**src/rtl/pe_stream_feeder_if.sv**
```systemverilog
// Word stream carrying valid/ready handshaking, with an optional last marker.
// The feeder consumes the input stream through the slave modport and drives the output stream
// through the master modport.
interface pe_stream_feeder_if #(
    parameter int unsigned WORD_LEN = 16
) ();
    logic                valid;
    logic                ready;
    logic [WORD_LEN-1:0] data;
    logic                last;

    modport master (output valid, output data, output last, input ready);
    modport slave  (input valid, input data, output ready);
endinterface

```
**src/rtl/pe_stream_feeder.sv**
```systemverilog
// Sequencer that loads one PE's D and W buses from a word stream, pulses its compute enable,
// and then drains its Q words back out onto a stream.
module pe_stream_feeder #(
    parameter int unsigned WORD_LEN = 16,
    parameter int unsigned NEU_IN   = 16,
    parameter int unsigned NEU_OUT  = 4,
    parameter int unsigned PE_LAT   = 2
) (
    input  logic                                 clk,
    input  logic                                 rst_n,
    input  logic                                 start,
    input  logic [1:0]                           mode_in,
    input  logic                                 reuse_w,
    output logic                                 busy,
    output logic                                 done,
    pe_stream_feeder_if.slave                    in_s,
    pe_stream_feeder_if.master                   out_s,
    output logic                                 pe_ce,
    output logic [1:0]                           pe_mode,
    output logic [WORD_LEN*NEU_IN-1:0]           pe_d,
    output logic [WORD_LEN*NEU_IN*NEU_OUT-1:0]   pe_w,
    input  logic [WORD_LEN*NEU_IN*NEU_OUT/2-1:0] pe_q
);
    localparam int unsigned NW      = NEU_IN * NEU_OUT;
    localparam int unsigned NQ      = NW / 2;
    localparam int unsigned MAX_CNT = (PE_LAT > NW) ? PE_LAT : NW;
    localparam int unsigned CNT_W   = $clog2(MAX_CNT) + 1;
    localparam int unsigned DIDX_W  = $clog2(NEU_IN);
    localparam int unsigned WIDX_W  = $clog2(NW);
    localparam int unsigned QIDX_W  = $clog2(NQ);

    localparam logic [2:0] S_IDLE   = 3'd0;
    localparam logic [2:0] S_LOAD_D = 3'd1;
    localparam logic [2:0] S_LOAD_W = 3'd2;
    localparam logic [2:0] S_FIRE   = 3'd3;
    localparam logic [2:0] S_DRAIN  = 3'd4;

    logic [2:0]                         state_q, state_d;
    logic [CNT_W-1:0]                   cnt_q, cnt_d;
    logic [1:0]                         mode_q, mode_d;
    logic                               reuse_q, reuse_d;
    logic                               done_q, done_d;
    logic [WORD_LEN*NEU_IN-1:0]         pe_d_q;
    logic [WORD_LEN*NEU_IN*NEU_OUT-1:0] pe_w_q;

    logic              in_hs, out_hs;
    logic [CNT_W-1:0]  last_idx;
    logic [DIDX_W-1:0] d_idx;
    logic [WIDX_W-1:0] w_idx;
    logic [QIDX_W-1:0] q_idx;

    // One counter serves as load word index, fire cycle count and drain word index.
    assign d_idx = cnt_q[DIDX_W-1:0];
    assign w_idx = cnt_q[WIDX_W-1:0];
    assign q_idx = cnt_q[QIDX_W-1:0];

    assign in_s.ready = (state_q == S_LOAD_D) || (state_q == S_LOAD_W);
    assign in_hs      = in_s.valid && in_s.ready;

    // Mode 00 returns every packed Q word; other modes return one word per output neuron.
    assign last_idx    = (mode_q == 2'b00) ? CNT_W'(NQ - 1) : CNT_W'(NEU_OUT - 1);
    assign out_s.valid = (state_q == S_DRAIN);
    assign out_s.data  = pe_q[q_idx*WORD_LEN +: WORD_LEN];
    assign out_s.last  = (state_q == S_DRAIN) && (cnt_q == last_idx);
    assign out_hs      = out_s.valid && out_s.ready;

    assign busy    = (state_q != S_IDLE);
    assign done    = done_q;
    assign pe_ce   = (state_q == S_FIRE);
    assign pe_mode = mode_q;
    assign pe_d    = pe_d_q;
    assign pe_w    = pe_w_q;

    always_comb begin
        state_d = state_q;
        cnt_d   = cnt_q;
        mode_d  = mode_q;
        reuse_d = reuse_q;
        done_d  = 1'b0;
        case (state_q)
            S_IDLE: begin
                if (start) begin
                    state_d = S_LOAD_D;
                    cnt_d   = '0;
                    mode_d  = mode_in;
                    reuse_d = reuse_w;
                end
            end
            S_LOAD_D: begin
                if (in_hs) begin
                    if (cnt_q == CNT_W'(NEU_IN - 1)) begin
                        cnt_d   = '0;
                        state_d = reuse_q ? S_FIRE : S_LOAD_W;
                    end else begin
                        cnt_d = cnt_q + 1'b1;
                    end
                end
            end
            S_LOAD_W: begin
                if (in_hs) begin
                    if (cnt_q == CNT_W'(NW - 1)) begin
                        cnt_d   = '0;
                        state_d = S_FIRE;
                    end else begin
                        cnt_d = cnt_q + 1'b1;
                    end
                end
            end
            S_FIRE: begin
                if (cnt_q == CNT_W'(PE_LAT - 1)) begin
                    cnt_d   = '0;
                    state_d = S_DRAIN;
                end else begin
                    cnt_d = cnt_q + 1'b1;
                end
            end
            S_DRAIN: begin
                if (out_hs) begin
                    if (out_s.last) begin
                        cnt_d   = '0;
                        done_d  = 1'b1;
                        state_d = S_IDLE;
                    end else begin
                        cnt_d = cnt_q + 1'b1;
                    end
                end
            end
            default: state_d = S_IDLE;
        endcase
    end

    always_ff @(posedge clk or negedge rst_n) begin
        if (!rst_n) begin
            state_q <= S_IDLE;
            cnt_q   <= '0;
            mode_q  <= 2'b00;
            reuse_q <= 1'b0;
            done_q  <= 1'b0;
        end else begin
            state_q <= state_d;
            cnt_q   <= cnt_d;
            mode_q  <= mode_d;
            reuse_q <= reuse_d;
            done_q  <= done_d;
        end
    end

    // Words not written by a load keep their value, so W survives reuse jobs.
    always_ff @(posedge clk or negedge rst_n) begin
        if (!rst_n) begin
            pe_d_q <= '0;
            pe_w_q <= '0;
        end else if (in_hs) begin
            if (state_q == S_LOAD_D) begin
                pe_d_q[d_idx*WORD_LEN +: WORD_LEN] <= in_s.data;
            end else begin
                pe_w_q[w_idx*WORD_LEN +: WORD_LEN] <= in_s.data;
            end
        end
    end
endmodule

```
**src/flat_wrapper.sv**
```systemverilog
// flat-port wrapper written by rule: the top's interface ports become plain ports
module pe_stream_feeder_flat 
#(
    parameter int unsigned WORD_LEN = 16,
    parameter int unsigned NEU_IN   = 16,
    parameter int unsigned NEU_OUT  = 4,
    parameter int unsigned PE_LAT   = 2
)
  (clk, rst_n, start, mode_in, reuse_w, busy, done, pe_ce, pe_mode, pe_d, pe_w, pe_q, in_s_valid, in_s_data, in_s_ready, out_s_valid, out_s_data, out_s_last, out_s_ready);
  pe_stream_feeder_if #(.WORD_LEN(WORD_LEN)) in_s_i ();
  pe_stream_feeder_if #(.WORD_LEN(WORD_LEN)) out_s_i ();
  input  logic clk;
  input  logic rst_n;
  input  logic start;
  input  logic [1:0] mode_in;
  input  logic reuse_w;
  output logic busy;
  output logic done;
  output logic pe_ce;
  output logic [1:0] pe_mode;
  output logic [WORD_LEN*NEU_IN-1:0] pe_d;
  output logic [WORD_LEN*NEU_IN*NEU_OUT-1:0] pe_w;
  input  logic [WORD_LEN*NEU_IN*NEU_OUT/2-1:0] pe_q;
  input wire logic [$bits(in_s_i.valid)-1:0] in_s_valid;
  input wire logic [$bits(in_s_i.data)-1:0] in_s_data;
  output wire logic [$bits(in_s_i.ready)-1:0] in_s_ready;
  output wire logic [$bits(out_s_i.valid)-1:0] out_s_valid;
  output wire logic [$bits(out_s_i.data)-1:0] out_s_data;
  output wire logic [$bits(out_s_i.last)-1:0] out_s_last;
  input wire logic [$bits(out_s_i.ready)-1:0] out_s_ready;
  assign in_s_i.valid = in_s_valid;
  assign in_s_i.data = in_s_data;
  assign in_s_ready = in_s_i.ready;
  assign out_s_valid = out_s_i.valid;
  assign out_s_data = out_s_i.data;
  assign out_s_last = out_s_i.last;
  assign out_s_i.ready = out_s_ready;
  pe_stream_feeder #(.WORD_LEN(WORD_LEN), .NEU_IN(NEU_IN), .NEU_OUT(NEU_OUT), .PE_LAT(PE_LAT)) u_core (.clk(clk), .rst_n(rst_n), .start(start), .mode_in(mode_in), .reuse_w(reuse_w), .busy(busy), .done(done), .in_s(in_s_i), .out_s(out_s_i), .pe_ce(pe_ce), .pe_mode(pe_mode), .pe_d(pe_d), .pe_w(pe_w), .pe_q(pe_q));
endmodule
```
**config.mk**
```make
export PLATFORM = sky130hd
export DESIGN_NAME = pe_stream_feeder_flat
export DESIGN_NICKNAME = d
export VERILOG_FILES = /design/src/rtl/pe_stream_feeder_if.sv /design/src/rtl/pe_stream_feeder.sv /design/src/flat_wrapper.sv
export SDC_FILE = /design/constraint.sdc
export NUM_CORES = 2
export LEC_CHECK = 0
export ABC_CLOCK_PERIOD_IN_PS = 5520
export CORE_AREA = 2 2 712 714
export CTS_CLUSTER_DIAMETER = 60
export DETAILED_ROUTE_END_ITERATION = 8
export DIE_AREA = 0 0 714 716
export HOLD_SLACK_MARGIN = 0.05
export PLACE_DENSITY_LB_ADDON = 0.15
export SETUP_SLACK_MARGIN = 0.5
export SLEW_MARGIN = 10
export SYNTH_ARGS = -nofsm -noshare
export SYNTH_HDL_FRONTEND = slang
export SYNTH_SLANG_ARGS = --single-unit
```
**constraint.sdc**
```tcl
create_clock -name clk -period 5.52 [get_ports clk]
set_clock_uncertainty 0.1 [all_clocks]
set_input_delay 1.104 -clock clk [delete_from_list [all_inputs] [get_ports clk]]
set_output_delay 1.104 -clock clk [all_outputs]
set_load 0.02 [all_outputs]
```
* Word level (Yosys, flattened, before mapping)
Cells that the tools add are included.
** Storage, ports and cells
- Flip-flop bits (word level) :: 1294
- Input bits :: 536
- Output and inout port bits :: 1304
- Logic and storage cells :: 70
** Operators by class
- Add/subtract/negate cells :: 3
- Equal/unequal tests :: 16
- Shift-type cells :: 5
- Mux-type cells :: 25
- Bitwise operators :: 1
- Reductions and logical operators :: 13
** Operator list (number)
- $bwmux 1024 :: 1
- $shift 16x34->1024 const A :: 1
- $shiftx 16x34->1024 :: 1
- $shiftx 512x10->16 :: 1
- $bwmux 256 :: 1
- $shift 16x34->256 const A :: 1
- $shiftx 16x34->256 :: 1
- $mux 7 :: 8
- $pmux 7 s5 :: 1
- $neg 10->34 :: 1
- $neg 8->34 :: 1
- $mux 3 :: 8
- $pmux 3 s5 :: 1
- $ne 2x2->1 const B :: 5
- $reduce_and 8->1 :: 1
- $add 7x1->7 const B :: 1
- $eq 7x1->1 const B :: 1
- $eq 7x4->1 const B :: 1
- $eq 7x6->1 const B :: 1
- $eq 7x7->1 :: 1
- $eq 3x2->1 const B :: 2
- $ne 2x1->1 const B :: 3
- $reduce_and 2->1 :: 3
- $mux 5 :: 1
- 11 further kinds :: 16

* Longest topological paths before layout
- Depth after elaboration :: 7
- Gate-level depth with buffers :: 15
- Gate-level depth less buffers :: 8

* Least setup slack after synthesis
Ideal clock, no wire load.
- Path kind :: reg-to-reg
- From :: register u_core.cnt_q[0]
- To :: register u_core.pe_d_q[70], in the netlist u_core.pe_d[70]
- Setup time :: 0.125 ns
- Data arrival time :: 3.636 ns
- Required time :: 5.295 ns
- Slack :: 1.659 ns
- Stages on the path, launching flop included :: 13
- Buffers on the path :: 7
- Clock period less this slack :: 3.861 ns
- Cells stage by stage :: dfrtp_1 -> buf_2 -> clkbuf_1 -> buf_2 -> clkbuf_1 -> clkbuf_1 -> nor3_1 -> ha_1 -> clkbuf_1 -> nand2_1 -> nor4_2 -> buf_2 -> mux2_2
** On the way
- Cells in the longest elaborated chain, start to end :: 3
- Elaborated cells on any way between the ends :: 4
- Those cells by class :: add/sub (1); shift (2); mux (1)
** RTL lines
- start, declared :: line pe_stream_feeder.sv:39 : logic [CNT_W-1:0] cnt_q, cnt_d;
- start signal, assigned :: line pe_stream_feeder.sv:141 : cnt_q <= cnt_d;
- $neg 8->34 (*) :: line pe_stream_feeder.sv:155 : pe_d_q[d_idx*WORD_LEN +: WORD_LEN] <= in_s.data;
- $shiftx 16x34->256 / $shift 16x34->256 (equally long branches) :: line pe_stream_feeder.sv:155
- $bwmux 256 (*) :: line pe_stream_feeder.sv:155
- end signal, assigned by index :: line pe_stream_feeder.sv:155
- end, declared :: line pe_stream_feeder.sv:43 : logic [WORD_LEN*NEU_IN-1:0] pe_d_q;
Every way passes the cells marked *; elsewhere a longest branch is shown, timed or not.
A chain may end at the register's enable or synchronous reset.

* Worst setup path in the final report
- From :: register u_core.cnt_q[0]
- To :: output out_s_data[1]
** On the way
- Cells in the longest elaborated chain, start to end :: 1
** RTL lines
- $shiftx 512x10->16 :: line pe_stream_feeder.sv:63 : assign out_s.data = pe_q[q_idx*WORD_LEN +: WORD_LEN];
- end, declared :: line flat_wrapper.sv:28 : output wire logic [$bits(out_s_i.data)-1:0] out_s_data;
No other way between the ends.

==> reports/metrics.yaml <==
routing:
  ant_nets: 0
  vias: 44065
  viasPerCell: 3.40
  m1WireLength_um: 177000
  drc: 0
  dr.pass1.iters: 5
  drt_iter0_markers: 2472
  wl_met3_um: 38600
  top_layer: "met5"
  routed_wl_um: 438000
  post_drt_wl_per_cell_um: 33.7
  wl_met2_um: 214000
clock_network:
  clock-sinks: 1294
  tritoncts: "yes"
  htreeDepth: 4
  path_clk_slew_ps: 50
  clkLatencyLatePin_ps: 870
  cts.path.max_buffers: 4
  root_buffer: "clkbuf_16"
  cts_buffers: 221
synthesis:
  synth-compound-area-share: 0.0411
  yosys.area.top_type_share: 0.592
  synth_top_cells_by_area: "dfrtp_1 (59%), mux2_2 (18%), mux4_2 (5.9%), nand2_1 (3.1%), o21ai_0 (2.3%)"
  synth_top_family_by_area: "multiplexers"
  synth_area_mm2: 0.0547
  ys_types: 64
  synthSimpleGateAreaFrac: 0.0767
  synth_adder_area_share: 0.00114
  yosysMostFrequentCell: "dfrtp_1"
  netlist_instances: 4055
  synthTopCellsByCount: "dfrtp_1 (1294), mux2_2 (893), nand2_1 (452)"
  synth_warnings: 0
  synthFlopType: "dfrtp_1"
  synth.largest_area_cell: "dfrtp_1"
  synth_edf_count: 0
  syn-num-nets: 4596
  synthMuxAreaShare: 0.264
  ys_ff_latch: 1294
  synthArstFlopShare: 1.00
  syn_area_per_cell_um2: 13.5
  synthXorXnorAreaFrac: 0.000937
  ys_seq_area_frac: 0.592
worst_setup_path:
  worst-endpoint-arrival_ps: 3680
  crit_path_max_incr_delay_ps: 630
  cpMaxStageDelayCell: "mux4_2"
  cp-end-kind: "output pin"
  cp_num_buf_inv: 5
  path_class: "reg2out"
  cp.required_ps: 4320
  cp-start-kind: "flip-flop"
  cp_top_family: "multiplexers"
  crit_path_max_fanout: 5
  path_cells: "buf_12, buf_12, buf_16, buf_4, mux4_2, mux4_2, o21a_1, clkdlybuf4s15_2"
run:
  drv_cap: 0
sta:
  tightest_slew_ps: 1180
  final-setup-viol-count: 0
  setup_ws_ps: 632
  finalSetupTns_ps: 0
  holdWs_ps: 375
  period_needed_ps: 4890
  hold_violations: 0
  period_share: 0.885
  grt_setup_unrepaired: "false"
  drv_slew: 0
  max_freq_mhz: 205
  max_slew_margin: 0.214
placed_design:
  portBuffers: 1839
  dp_slack_ps: 467
  placed_area_mm2: 0.0821
  gp_congestion: 0.945
  hpwl_um: 352000
global_route:
  grt_pass1_wl_um: 547000
  antenna_found_initial: 187
  first_global_vias: 45854
  grt_remaining_overflow: 0
  grt_start_max_net_pins: 140
  grt_use_total: 0.165
cells_and_area:
  final.fill_count: 55319
  regArea_mm2: 0.0324
  drive_above_1_share: 0.278
  syn2layout_area_growth_pct: 65.4
  fin_nets: 6583
  final_area_mm2: 0.0905
  multiInputGateArea_mm2: 0.0213
die:
  die_y_um: 716
  io_pins: 1840
  num_rows: 261
  start_util: 0.109
  fp.coreArea_mm2: 0.504
  die-area_mm2: 0.511
  die_w_um: 714
pwr:
  peakVddDrop_mv: 0.292
  powerDensity_mw_per_mm2: 398
  p_leak_nw: 38.2
worst_hold_path:
  hold_path.class: "reg2reg"
outcome:
  outcome: "finished, final reports clean"
sequential cells by signal (all words and copies together), names as in the netlist:
| register | count |
|---|---|
| u_core.pe_d | 256 |
| u_core.cnt_q | 7 |
| u_core.reuse_q | 1 |
| u_core.state_q | 3 |
| u_core.pe_w | 1024 |
| u_core.pe_mode | 2 |
| u_core.done | 1 |
repair_timing:
item	CTS	global route
gates resized for setup	40	5
gates cloned	4	0
setup endpoints to repair	17	3
endpoints found under the hold margin	33	0
setup buffers	16	1
hold buffers	1	0
metal layers:
metal	vias up	global-route usage
met5	-	0
li1	18528	-
met4	20	0.0292
met1	23209	0.198
met2	1837	0.286
met3	471	0.0603
metrics by stage:
step,total power [W],instances,util
final,0.0361,12978,0.180
after global routing,0.0377,12948,0.180
after CTS,0.0370,12931,0.179
after detailed placement,0.0215,12503,0.163
after global placement,0.0215,12503,0.163
after floorplan,0.0147,4055,-
path summary, 6_finish.rpt:
| path | startpoint | endpoint | slack (ps) | cells past startpoint |
|---|---|---|---|---|
| max | u_core.cnt_q[0]$_DFFE_PN0P_ | out_s_data[1] | 630 | 8 |
| min in group asynchronous | rst_n | u_core.pe_w[192]$_DFFE_PN0P_ | 670 | 2 |
| min | u_core.pe_w[74]$_DFFE_PN0P_ | u_core.pe_w[74]$_DFFE_PN0P_ | 380 | 2 |
| max in group asynchronous | rst_n | u_core.pe_w[981]$_DFFE_PN0P_ | 3050 | 4 |
| max reg2reg | u_core.cnt_q[1]$_DFFE_PN0P_ | u_core.pe_w[676]$_DFFE_PN0P_ | 850 | 9 |
| min reg2reg | u_core.pe_w[74]$_DFFE_PN0P_ | u_core.pe_w[74]$_DFFE_PN0P_ | 380 | 2 |
worst register-to-register path, cell delays in order, from the launching register on:
cell	delay, ps
dfrtp_4	550
buf_4	170
buf_12	150
or4_1	450
nor2_1	120
ha_1	380
nand2b_1	300
nor3_4	890
nand2_1	900
mux2_2	550
layout make-up:
type / count / share of cell area
repair buffers: 2048 / 0.225
well taps: 6706 / 0.0927
clock inverters: 129 / 0.0198
inverters: 39 / 0.00162
flip-flops and latches: 1294 / 0.358
clock buffers: 278 / 0.0670
diodes: 46 / 0.00127
multi-input cells: 2438 / 0.235
power by group:
part | total [W] | leakage [nW] | switching, W | internal [W]
logic | 0.0110 | 16.6 | 0.00760 | 0.00343
clock network | 0.0148 | 3.79 | 0.00559 | 0.00921
registers | 0.0102 | 17.9 | 0.000306 | 0.00993
total | 0.0361 | 38.2 | 0.0135 | 0.0226
layout by cell type, fill, tap and decap left out, types with 21 or more instances in the layout:
| cell type | count |
|---|---|
| and2_1 | 38 |
| and3_1 | 56 |
| buf_4 | 194 |
| bufinv_16 | 29 |
| clkbuf_1 | 26 |
| clkbuf_16 | 222 |
| clkbuf_8 | 30 |
| clkdlybuf4s50_1 | 1805 |
| clkinv_2 | 31 |
| clkinvlp_4 | 21 |
| dfrtp_1 | 1290 |
| diode_2 | 46 |
| inv_1 | 38 |
| inv_6 | 25 |
| mux2_1 | 39 |
| mux2_2 | 893 |
| mux2i_1 | 66 |
| mux4_2 | 144 |
| nand2_1 | 449 |
| nand2b_1 | 24 |
| nor2_1 | 181 |
| o21ai_0 | 256 |
| o31ai_1 | 76 |
logic make-up after synthesis:
group	after synthesis
multiplexers	1144
buffers and inverters	323
adder cells (fa/ha/maj)	5
AO/OA/AOI/OAI	386
XOR/XNOR	5
AND/OR/NAND/NOR	898
flip-flops	1294
(Power assumes the default switching activity.)
